File: src/rtl/servo_pwm_multi.sv
// Multi-channel hobby-servo PWM driver: one shared frame timer, per-channel angle
// target with a per-frame slew limit, and width/enable changes only at frame edges.
module servo_pwm_multi #(
    parameter int CLK_FREQ    = 50_000_000,
    parameter int PWM_FREQ    = 50,
    parameter int NUM_CH      = 4,
    parameter int MIN_US      = 500,
    parameter int US_PER_DEG  = 11,
    parameter int STEP_DEG    = 0,
    parameter int RESET_ANGLE = 0,
    localparam int CH_W       = (NUM_CH > 1) ? $clog2(NUM_CH) : 1
) (
    input  logic              clk,
    input  logic              rst_n,
    input  logic              cmd_valid,
    output logic              cmd_ready,
    input  logic [CH_W-1:0]   cmd_ch,
    input  logic [7:0]        cmd_angle,
    input  logic              cmd_enable,
    output logic              cmd_err,
    output logic [NUM_CH-1:0] servo_out,
    output logic [NUM_CH-1:0] at_target,
    output logic              frame_start
);

    localparam int TICKS     = CLK_FREQ / 1_000_000;
    localparam int PERIOD_US = 1_000_000 / PWM_FREQ;
    localparam int PRE_W     = (TICKS > 1) ? $clog2(TICKS) : 1;
    localparam int US_W      = (PERIOD_US > 1) ? $clog2(PERIOD_US) : 1;
    localparam int WID_W     = $clog2(MIN_US + 180 * US_PER_DEG + 1);
    localparam int CMP_W     = (US_W > WID_W) ? US_W : WID_W;

    localparam logic [7:0]       MAX_ANGLE = 8'd180;
    localparam logic [7:0]       STEP_8    = 8'(STEP_DEG);
    localparam logic [7:0]       RESET_8   = 8'(RESET_ANGLE);
    localparam logic [WID_W-1:0] RESET_WID = WID_W'(MIN_US + RESET_ANGLE * US_PER_DEG);
    localparam logic [CH_W:0]    NUM_CH_V  = (CH_W + 1)'(NUM_CH);
    localparam logic [PRE_W-1:0] PRE_LAST  = PRE_W'(TICKS - 1);
    localparam logic [US_W-1:0]  US_LAST   = US_W'(PERIOD_US - 1);

    if ((CLK_FREQ < 1_000_000) || ((CLK_FREQ % 1_000_000) != 0)) begin : g_bad_clk
        $error("servo_pwm_multi: CLK_FREQ must be a non-zero multiple of 1 MHz");
    end
    if ((NUM_CH < 1) || (NUM_CH > 16)) begin : g_bad_num_ch
        $error("servo_pwm_multi: NUM_CH must be in 1..16");
    end

    function automatic logic [WID_W-1:0] angle_to_width(input logic [7:0] angle);
        return WID_W'(MIN_US) + WID_W'(angle) * WID_W'(US_PER_DEG);
    endfunction

    function automatic logic [7:0] slew_step(input logic [7:0] cur, input logic [7:0] tgt);
        logic [7:0] res;
        if (STEP_DEG == 0) begin
            res = tgt;
        end else if (tgt > cur) begin
            res = ((tgt - cur) > STEP_8) ? (cur + STEP_8) : tgt;
        end else if (cur > tgt) begin
            res = ((cur - tgt) > STEP_8) ? (cur - STEP_8) : tgt;
        end else begin
            res = cur;
        end
        return res;
    endfunction

    logic [PRE_W-1:0]                pre_q, pre_d;
    logic [US_W-1:0]                 us_q, us_d;
    logic [NUM_CH-1:0][7:0]          tgt_q, tgt_d;
    logic [NUM_CH-1:0][7:0]          cur_q, cur_d;
    logic [NUM_CH-1:0][WID_W-1:0]    wid_q, wid_d;
    logic [NUM_CH-1:0]               en_req_q, en_req_d;
    logic [NUM_CH-1:0]               en_lat_q, en_lat_d;
    logic [NUM_CH-1:0]               servo_q, servo_d;
    logic [NUM_CH-1:0]               at_q, at_d;
    logic                            ready_q, err_q, err_d, fs_q;
    logic                            pre_wrap_s, frame_tick_s, accept_s, ch_ok_s;
    logic [7:0]                      angle_clamp_s;

    // Timebase: microsecond prescaler and frame position counter.
    always_comb begin
        pre_wrap_s   = (pre_q == PRE_LAST);
        frame_tick_s = pre_wrap_s && (us_q == US_LAST);
        pre_d        = pre_q;
        us_d         = us_q;
        if (pre_wrap_s) begin
            pre_d = {PRE_W{1'b0}};
            us_d  = (us_q == US_LAST) ? {US_W{1'b0}} : (us_q + {{(US_W-1){1'b0}}, 1'b1});
        end else begin
            pre_d = pre_q + {{(PRE_W-1){1'b0}}, 1'b1};
            us_d  = us_q;
        end
    end

    // Per-channel command capture, frame-boundary slew/latch and output compare.
    always_comb begin
        accept_s      = cmd_valid && ready_q;
        ch_ok_s       = ({1'b0, cmd_ch} < NUM_CH_V);
        angle_clamp_s = (cmd_angle > MAX_ANGLE) ? MAX_ANGLE : cmd_angle;
        err_d         = accept_s && !ch_ok_s;
        tgt_d         = tgt_q;
        cur_d         = cur_q;
        wid_d         = wid_q;
        en_req_d      = en_req_q;
        en_lat_d      = en_lat_q;
        servo_d       = {NUM_CH{1'b0}};
        at_d          = at_q;
        for (int i = 0; i < NUM_CH; i++) begin
            // The slew always sees the target held before this cycle's command.
            if (frame_tick_s) begin
                cur_d[i]    = slew_step(cur_q[i], tgt_q[i]);
                wid_d[i]    = angle_to_width(cur_d[i]);
                en_lat_d[i] = en_req_q[i];
            end else begin
                cur_d[i]    = cur_q[i];
                wid_d[i]    = wid_q[i];
                en_lat_d[i] = en_lat_q[i];
            end
            if (accept_s && ch_ok_s && (cmd_ch == CH_W'(i))) begin
                tgt_d[i]    = angle_clamp_s;
                en_req_d[i] = cmd_enable;
            end else begin
                tgt_d[i]    = tgt_q[i];
                en_req_d[i] = en_req_q[i];
            end
            at_d[i]    = (cur_d[i] == tgt_d[i]);
            servo_d[i] = en_lat_q[i] && (CMP_W'(us_q) < CMP_W'(wid_q[i]));
        end
    end

    // State registers; asynchronous reset forces every output to its idle value.
    always_ff @(posedge clk or negedge rst_n) begin
        if (!rst_n) begin
            pre_q    <= {PRE_W{1'b0}};
            us_q     <= {US_W{1'b0}};
            tgt_q    <= {NUM_CH{RESET_8}};
            cur_q    <= {NUM_CH{RESET_8}};
            wid_q    <= {NUM_CH{RESET_WID}};
            en_req_q <= {NUM_CH{1'b1}};
            en_lat_q <= {NUM_CH{1'b1}};
            servo_q  <= {NUM_CH{1'b0}};
            at_q     <= {NUM_CH{1'b1}};
            ready_q  <= 1'b0;
            err_q    <= 1'b0;
            fs_q     <= 1'b0;
        end else begin
            pre_q    <= pre_d;
            us_q     <= us_d;
            tgt_q    <= tgt_d;
            cur_q    <= cur_d;
            wid_q    <= wid_d;
            en_req_q <= en_req_d;
            en_lat_q <= en_lat_d;
            servo_q  <= servo_d;
            at_q     <= at_d;
            ready_q  <= 1'b1;
            err_q    <= err_d;
            fs_q     <= frame_tick_s;
        end
    end

    assign cmd_ready   = ready_q;
    assign cmd_err     = err_q;
    assign servo_out   = servo_q;
    assign at_target   = at_q;
    assign frame_start = fs_q;

endmodule

File: config.mk
export PLATFORM = sky130hd
export DESIGN_NAME = servo_pwm_multi
export DESIGN_NICKNAME = d
export VERILOG_FILES = /design/src/rtl/servo_pwm_multi.sv
export SDC_FILE = /design/constraint.sdc
export NUM_CORES = 1
export LEC_CHECK = 0
export ABC_AREA = 0
export BUFFER_PORTS_ARGS = -buffer_cell sky130_fd_sc_hd__buf_2
export CORE_MARGIN = 2
export CORE_UTILIZATION = 45
export CTS_CLUSTER_SIZE = 40
export DETAILED_ROUTE_END_ITERATION = 12
export GPL_ROUTABILITY_DRIVEN = 0
export SLEW_MARGIN = 40
export SYNTH_ARGS = -nofsm -noshare
export SYNTH_HDL_FRONTEND = slang
export SYNTH_SLANG_ARGS = --single-unit
File: constraint.sdc
create_clock -name clk -period 5.95 [get_ports clk]
set_input_delay 1.19 -clock clk [delete_from_list [all_inputs] [get_ports clk]]
set_output_delay 1.19 -clock clk [all_outputs]
set_load 0.03 [all_outputs]
==> flow_summary.toml <==
[critical_path]
reg2reg_setup_slack_ps = 2420
r2r_cells = 10
cp_cell_sequence = "ha_1 -> and4bb_1 -> and4_1 -> buf_4 -> nand2_2 -> inv_2 -> buf_4 -> a21boi_0 -> o21ai_0 -> nor4_1"
critPathBufInv = 3
critPathTopFamily = "buffers and inverters"
worstPathRequired_ps = 6310
critical_path.startpoint = "us_q[1]"
worstPathMaxFanout = 42
r2r-start = "us_q[1]"
worstSetupStartpointType = "flip-flop"
critPathMostFrequentCell = "buf_4"
critical_path_class = "reg2reg"
crit_path_end_kind = "flip-flop"
reg2reg_to = "at_target[1]"
cpPeakStageDelay_ps = 500
arrival_ps = 3900
critical_path.slowest_cell = "nand2_2"

[placed_design]
dp_slack_ps = 2420
dp.cells = 1455
place_hpwl_mm = 18.4
port_buffers = 23
placed_cell_area_um2 = 11000

[global_routing]
grt_max_degree = 104
grt_pass1_wl_mm = 42.1
gr-usage-all-layers = 0.218
grt_antenna_before_repair = 0
grt_pass1_vias = 7901
grt_overflow = 0

[yosys]
synth-edff-count = 0
yosys_warnings = 0
synthFlopType = "dfrtp_1"
syn_inst = 1145
synth_seq_cells = 151
synth_area_leaders = "dfrtp_1, ha_1, dfstp_2, fa_1, inv_1"
synth_commonest_cells = "inv_1, nand2_1, ha_1"
synth_top_area_share = 0.272
ys_async_sr_fraction = 1.00
synth_most_common_cell = "inv_1"
avgSynthCellArea_um2 = 9.24
synth_area_um2 = 10600
ys_types = 68
ys_seq_area_frac = 0.361
synth_nets = 1318
yosys.area.top_type = "dfrtp_1"

[clocking]
cts_root_buf = "clkbuf_16"
cts_buffers = 17
cts-hold-fix-buffers = 0
cts_tree = "done"
post_cts_resized = 0
insertion_delay_ps = 430
cts_sinks = 151
htree_levels = 4
clock_path_buffers = 2
post_cts_buffers = 0
clkTransAtPathRegs_ps = 70

[sta]
hold_viol = 0
post-route-period-util = 0.594
fmax_ghz = 0.283
hold_ws_ps = 461
max-slew-margin-rel = 0.439
worst_slew_pin_slew_ps = 841
slew_violations = 0
fin_crit_ps = 3530
fin_setup_tns_ps = 0
rsz0062_at_grt = "no"
finalSetupViolations = 0
setup_slack_ps = 2420
clock_skew_ps = 13.9

[detailed_routing]
vias = 7927
drc = 0
ant_nets = 0
drt_iter0_drc = 546
vias_per_cell = 5.33
wirelength_mm = 25.3
firstDrtPassIters = 6
wl_per_cell_um = 17.0

[min_path]
hold_end = "en_lat_q[1]"
worstHoldPathCells = 2
hold_class = "reg2reg"
min_from = "en_lat_q[1]"

[floorplan]
start_util = 0.455
row_count = 56
ioPinCount = 25
dieArea_um2 = 24800
dieWidth_um = 157
die_y_um = 157
core_um2 = 23300

[finish]
antenna_cells = 0
post-route-util = 0.500
finalNetCount = 1329
finalNonFillerCells = 1488
design_area_um2 = 11600
area_delta_synth_final_pct = 9.79
layout-drive-gt1-share = 0.103

[outcome]
outcome = "completed"

[power_and_ir_drop]
p_per_area_nw_per_um2 = 381
p_leak_nw = 5.62
peakVddDrop_mv = 0.248
totalPowerFinal_mw = 4.43

[flow_run]
maxCapViolations = 0
## power breakdown
part,internal (mW),total [mW],switching (mW)
combinational,0.899,2.12,1.22
clock,0.604,1.11,0.508
sequential,1.08,1.20,0.113
## how the worst max path moves through the flow
stage / end / slack (ps) / depth (start not counted)
after floorplan: wid_q[35] / 2700 / 12
after global routing: at_target[1] / 2120 / 10
after global placement: at_target[0] / 2430 / 7
final: at_target[1] / 2420 / 10
after CTS: wid_q[47] / 2420 / 13
after detailed placement: at_target[0] / 2420 / 7
## worst reg2reg max path, cell delays in order, from the launching register on
cell,delay (ps)
dfrtp_1,490
ha_1,270
and4bb_1,230
and4_1,200
buf_4,420
nand2_2,530
inv_2,400
buf_4,460
a21boi_0,210
o21ai_0,200
nor4_1,80
## cell type report
type / count / area (um2)
Fill cell: 2235 / 11600
Multi-Input combinational cell: 792 / 5970
Sequential cell: 151 / 3820
Inverter: 163 / 612
Clock buffer: 17 / 425
Tap cell: 319 / 399
Timing Repair Buffer: 31 / 205
Clock inverter: 15 / 184
## kinds of logic after synthesis
logic type,after synthesis,share of synthesized area
AOI/OAI and AO/OA,260,0.153
xor gates and xnor gates,43,0.0356
adders and majority gates,159,0.216
buffers and inverters,202,0.0747
DFF,151,0.361
muxes,11,0.0121
other,2,0.000710
and+or+nand+nor,317,0.146
## layer usage
metal	global-route usage	routed length [um]	share of wire	up-vias
met5	0	0	0	-
met4	0.0610	348	0.014	0
met3	0.0339	921	0.036	25
met2	0.339	11300	0.45	153
met1	0.316	12700	0.50	3817
li1	-	-	-	3932
## flip-flops by register name, indices dropped and copies added, names as in the netlist
signal	count
servo_out	4
us_q	15
tgt_q	32
en_req_q	4
cmd_ready	1
at_target	4
frame_start	1
en_lat_q	4
pre_q	6
cur_q	32
wid_q	48
## layout by cell type, fill, tap and decap left out, types with 5 or more instances in the layout
master	instances
nand3_1	47
xor2_1	16
o21a_1	5
a21o_1	42
dfrtp_1	115
nand2_1	151
dfstp_2	36
nor2_1	30
inv_1	162
o211ai_1	10
a31oi_1	5
nand4_1	13
and3_1	9
ha_1	119
nand3b_1	6
clkbuf_16	17
a21oi_1	41
buf_4	7
mux2_2	9
nor3_1	12
fa_1	40
xnor2_1	27
o21ai_0	107
buf_2	22
o2111ai_1	6
nand2b_1	8
Power figures use the tool's default switching activity.
